`config.mk`:
```
export PLATFORM = sky130hd
export DESIGN_NAME = mem_arbiter
export DESIGN_NICKNAME = d
export VERILOG_FILES = /design/src/rtl/mem_arbiter_pkg.sv /design/src/rtl/mem_arbiter_rr_pick2.sv /design/src/rtl/mem_arbiter.sv
export SDC_FILE = /design/constraint.sdc
export NUM_CORES = 1
export LEC_CHECK = 0
export ABC_AREA = 1
export CORE_AREA = 2 2 74 76
export DETAILED_ROUTE_END_ITERATION = 10
export DIE_AREA = 0 0 76 78
export PLACE_DENSITY = 0.74
export SETUP_SLACK_MARGIN = 0.2
export SYNTH_ARGS = -nofsm -noshare
export SYNTH_HDL_FRONTEND = slang
export SYNTH_HIERARCHICAL = 1
export SYNTH_SLANG_ARGS = --single-unit
```
`constraint.sdc`:
```
create_clock -name clk -period 1.4 [get_ports clk]
set_input_delay 0.21 -clock clk [delete_from_list [all_inputs] [get_ports clk]]
set_output_delay 0.21 -clock clk [all_outputs]
set_load 0.01 [all_outputs]
```
`src/rtl/mem_arbiter_pkg.sv`:
```
// Shared definitions for the two-port main-memory arbiter:
// FSM state encoding and requester IDs.
package mem_arbiter_pkg;

  typedef enum logic [1:0] {
    IDLE   = 2'b00,
    ACCESS = 2'b01,
    RESP   = 2'b10
  } arb_state_t;

  localparam logic PORT0 = 1'b0;  // CPU memory stage
  localparam logic PORT1 = 1'b1;  // program loader / debug

endpackage

```
`src/rtl/mem_arbiter_rr_pick2.sv`:
```
// Combinational 2-way round-robin picker: the favoured port wins ties,
// and a lone requester always wins.
module rr_pick2
  import mem_arbiter_pkg::*;
(
  input  logic [1:0] req,
  input  logic       ptr,
  output logic [1:0] gnt,
  output logic       win
);

  always_comb begin
    win = PORT0;
    if (req[0] && req[1]) begin
      win = ptr;
    end else if (req[1]) begin
      win = PORT1;
    end
    gnt = 2'b00;
    if (req != 2'b00) begin
      gnt = win ? 2'b10 : 2'b01;
    end
  end

endmodule

```
`src/rtl/mem_arbiter.sv`:
```
// Shares one synchronous-read memory between the CPU (port 0) and the
// loader/debug port (port 1); one transaction per 3 cycles, round-robin fair.
module mem_arbiter
  import mem_arbiter_pkg::*;
#(
  parameter int ADDR_W = 8,
  parameter int DATA_W = 8
) (
  input  logic              clk,
  input  logic              reset,
  input  logic              p0_req,
  input  logic              p0_we,
  input  logic [ADDR_W-1:0] p0_addr,
  input  logic [DATA_W-1:0] p0_wdata,
  output logic              p0_gnt,
  output logic              p0_rvalid,
  output logic [DATA_W-1:0] p0_rdata,
  input  logic              p1_req,
  input  logic              p1_we,
  input  logic [ADDR_W-1:0] p1_addr,
  input  logic [DATA_W-1:0] p1_wdata,
  output logic              p1_gnt,
  output logic              p1_rvalid,
  output logic [DATA_W-1:0] p1_rdata,
  output logic              mem_we,
  output logic [ADDR_W-1:0] mem_addr,
  output logic [DATA_W-1:0] mem_wdata,
  input  logic [DATA_W-1:0] mem_rdata,
  output logic              busy,
  output arb_state_t        dbg_state
);

  // Handshake: a requester raises pN_req with we/addr/wdata stable and holds
  // them until pN_gnt is seen high in a cycle; the request is consumed at that
  // clock edge. Completion is a single-cycle pN_rvalid pulse two cycles later.

  arb_state_t        state_q, state_d;
  logic              ptr_q, owner_q, we_q;
  logic [ADDR_W-1:0] addr_q;
  logic [DATA_W-1:0] wdata_q, rdata0_q, rdata1_q;
  logic [1:0]        pick_gnt;
  logic              pick_win;
  logic              accept, resp;

  rr_pick2 u_pick (
    .req ({p1_req, p0_req}),
    .ptr (ptr_q),
    .gnt (pick_gnt),
    .win (pick_win)
  );

  assign accept = (state_q == IDLE) && (p0_req || p1_req) && !reset;

  always_ff @(posedge clk) begin
    if (reset) state_q <= IDLE;
    else       state_q <= state_d;
  end

  always_comb begin
    state_d = state_q;
    case (state_q)
      IDLE:    if (accept) state_d = ACCESS;
      ACCESS:  state_d = RESP;
      RESP:    state_d = IDLE;
      default: state_d = IDLE;
    endcase
  end

  always_ff @(posedge clk) begin
    if (reset) begin
      ptr_q    <= PORT0;
      owner_q  <= PORT0;
      we_q     <= 1'b0;
      addr_q   <= '0;
      wdata_q  <= '0;
      rdata0_q <= '0;
      rdata1_q <= '0;
    end else begin
      if (accept) begin
        owner_q <= pick_win;
        ptr_q   <= ~pick_win;
        we_q    <= (pick_win == PORT1) ? p1_we    : p0_we;
        addr_q  <= (pick_win == PORT1) ? p1_addr  : p0_addr;
        wdata_q <= (pick_win == PORT1) ? p1_wdata : p0_wdata;
      end
      // Keep the last read value so rdata stays stable between responses.
      if (state_q == RESP && !we_q) begin
        if (owner_q == PORT0) rdata0_q <= mem_rdata;
        else                  rdata1_q <= mem_rdata;
      end
    end
  end

  assign p0_gnt = accept && pick_gnt[0];
  assign p1_gnt = accept && pick_gnt[1];

  // Reset gates the response and the write strobe so a dropped transaction
  // neither completes nor commits.
  assign resp      = (state_q == RESP) && !reset;
  assign p0_rvalid = resp && (owner_q == PORT0);
  assign p1_rvalid = resp && (owner_q == PORT1);
  assign p0_rdata  = (p0_rvalid && !we_q) ? mem_rdata : rdata0_q;
  assign p1_rdata  = (p1_rvalid && !we_q) ? mem_rdata : rdata1_q;

  assign mem_we    = (state_q == ACCESS) && we_q && !reset;
  assign mem_addr  = addr_q;
  assign mem_wdata = wdata_q;
  assign busy      = (state_q != IDLE);
  assign dbg_state = state_q;

endmodule

```
==> impl_metrics.tcl <==
set metrics [dict create \
    synth-seq-area-share_pct 40.8 \
    cp-end-kind "primary output" \
    grt_max_degree 19 \
    gp_congestion 0.859 \
    critPathMaxFanout 8 \
    vias 2196 \
    setup_viol 40 \
    grt_pass1_wl_um 9520 \
    syn-num-nets 318 \
    required_ns 1.19 \
    via_per_inst 4.64 \
    fin_crit_ns 1.64 \
    clk_pin_slew_ns 0.07 \
    cp_slowest_cell "dfxtp_4" \
    cts_buffers 5 \
    die_area_um2 5930 \
    io_pins 86 \
    p_total_mw 2.60 \
    synth_fa_ha_area_share_pct 0 \
    max_stage_delay_ns 0.37 \
    tritoncts "yes" \
    peakVddDrop_mv 0.369 \
    tightest_slew_ns 0.322 \
    skew_ns 0.00785 \
    synthMuxAreaShare_pct 0 \
    final_util_pct 64.1 \
    synth-compound-area-share_pct 0.276 \
    numPortBuffers 85 \
    grt.overflow.total 0 \
    yosysWarnings 6 \
    drtAntennaViolNets 0 \
    slew-limit-headroom_pct 78.5 \
    ys_ff_latch 37 \
    crit_buf_inv 4 \
    synth-simple-area-share_pct 51.6 \
    cp.arrival_ns 1.43 \
    leakage_nw 1.71 \
    violations "negative setup slack" \
    hold_depth 3 \
    crit_top_cell "buf_6" \
    rows 26 \
    drv_slew 0 \
    route.detailed.drc 0 \
    grt_pass1_vias 2186 \
    cts.path.max_buffers 2 \
    status "complete, but fails checks" \
    final_area_um2 3230 \
    synth_area_um2 1820 \
    wl_per_cell_um 11.9 \
    dieHeight_um 78 \
    track_usage_pct 19.7 \
    drtIter0Drc 62 \
    floorplan.initialDensity_pct 36.0 \
    cp_num_cells 8 \
    rsz0062_at_grt "true" \
    hold_buffers 0 \
    worstHoldPathType "primary input to flip-flop" \
    ys_types 20 \
    ctsHtreeMaxLevel 2 \
    chipWidth_um 76 \
    dr.pass1.iters 4 \
    period_share_pct 117 \
    crit_chain "clkinv_4 -> nand2_4 -> nor2_4 -> buf_6 -> buf_16 -> nand4_1 -> nand2_2 -> buf_6" \
    syn_inst 272 \
    synth-xor-area-share_pct 0 \
    dp_hpwl_um 3830 \
    drive_gt1_share_pct 28.8 \
    hold_violations 0 \
    worst-setup-path-type "flip-flop to primary output" \
    cts-root-buf "clkbuf_8" \
    synthToLayoutAreaGrowth_pct 78.2 \
    start_kind "flip-flop" \
    clkSinkCount 37 \
    coreArea_um2 5040 \
    antenna_cells 0 \
    cp_top_family "buffers and inverters" \
    worstRegToRegCells 11 \
    fmax_ghz 0.609 \
    final_nets 448 \
    routed_wl_um 5630 \
    synth_top_family_by_area "simple AND/OR/NAND/NOR gates" \
    cap_violations 0 \
    insertion_delay_ns 0.29 \
    setup_slack_ns -0.242 \
    antenna_found_initial 0 \
    power_density_nw_per_um2 804 \
    place_area_um2 2930 \
    avgSynthCellArea_um2 6.67 \
]
## worst min-delay path: cells and delay by family
| family | cells | cell delay (ns) |
|---|---|---|
| buffers and inverters | 2 | 0.38 |
| AND/OR/NAND/NOR | 1 | 0.05 |
## layer usage
metal  vias to the layer above  part of all wire [%]  GRT usage [%]
met3                        11                   8.8           7.91
met4                         0                   1.7           6.91
met2                        94                    50           36.3
met5                         -                     0              0
met1                       964                    39           20.3
li1                       1127                     -              -
## power breakdown
part | switching (mW) | internal, mW
combinational | 0.352 | 0.371
sequential | 0.0422 | 1.12
clock | 0.362 | 0.354
total | 0.757 | 1.84
## state kept, by name (all words and copies together) (netlist names)
register   flops
dbg_state      2
rdata1_q       8
mem_wdata      8
ptr_q          1
we_q           1
rdata0_q       8
owner_q        1
mem_addr       8
## per-stage QoR
step	setup TNS, ns	instances	setup WS, ns	hold WS [ns]
2_1_floorplan	0	272	0.147	0.382
3_3_place_gp	-18.67	443	-0.612	0.435
3_5_place_dp	-19.83	443	-0.629	0.441
4_1_cts	-4.84	471	-0.224	0.388
5_1_grt	-8.53	473	-0.312	0.412
6_report	-4.95	473	-0.242	0.385
## final timing paths
path,start,to,slack [ns]
max,dbg_state[0],p0_rdata[2],-0.24
min,reset,dbg_state[1],0.38
max reg2reg,dbg_state[0],rdata0_q[2],-0.10
min reg2reg,mem_wdata[2],mem_wdata[2],0.43
## cells by family after synthesis
family                 Yosys count
AND/OR/NAND/NOR                210
flip-flops                      37
buffers and inverters           24
AO/OA/AOI/OAI                    1
## layout make-up
class	count	area [um2]
Timing Repair Buffer	133	1190
Tap cell	70	87.6
Multi-Input combinational cell	214	1070
Clock buffer	8	80.1
Sequential cell	37	748
Inverter	11	58.8
Fill cell	476	1810
## cell usage in the layout, fill, tap and decap left out, types with 2 or more instances in the layout
master	Yosys	routed
clkinv_4	0	3
nand2_4	1	2
dfxtp_4	0	2
nor2_1	4	2
nor2_4	4	7
inv_1	8	5
nor2_2	0	2
inv_2	0	2
nand3_2	0	2
dfxtp_1	37	35
nand3_1	21	18
nand4_1	17	17
buf_4	3	30
clkdlybuf4s50_1	0	42
nand2_2	0	14
buf_12	0	2
buf_2	6	20
clkbuf_1	1	3
clkbuf_8	0	5
dlygate4sd2_1	0	20
buf_6	3	18
nand2_1	158	143
## synth_stat cells, drive strengths merged
master / instances / area share, %
inv: 8 / 1.7
nor2: 9 / 4.4
clkbuf: 1 / 0.21
nand4: 18 / 6.5
buf: 12 / 4.8
nor3: 2 / 1.2
nor4: 1 / 0.34
nand3: 21 / 5.8
clkinv: 3 / 0.76
nand2: 159 / 33
a21oi: 1 / 0.28
dfxtp: 37 / 41
## repair_timing
item | 4_1_cts | 5_1_grt
endpoints found under the setup margin | 69 | 57
gates cloned | 4 | 0
resized for setup | 135 | 25
setup buffers | 16 | 2
pin swaps | 49 | 18
No activity file was read; power rests on OpenSTA's default activity.
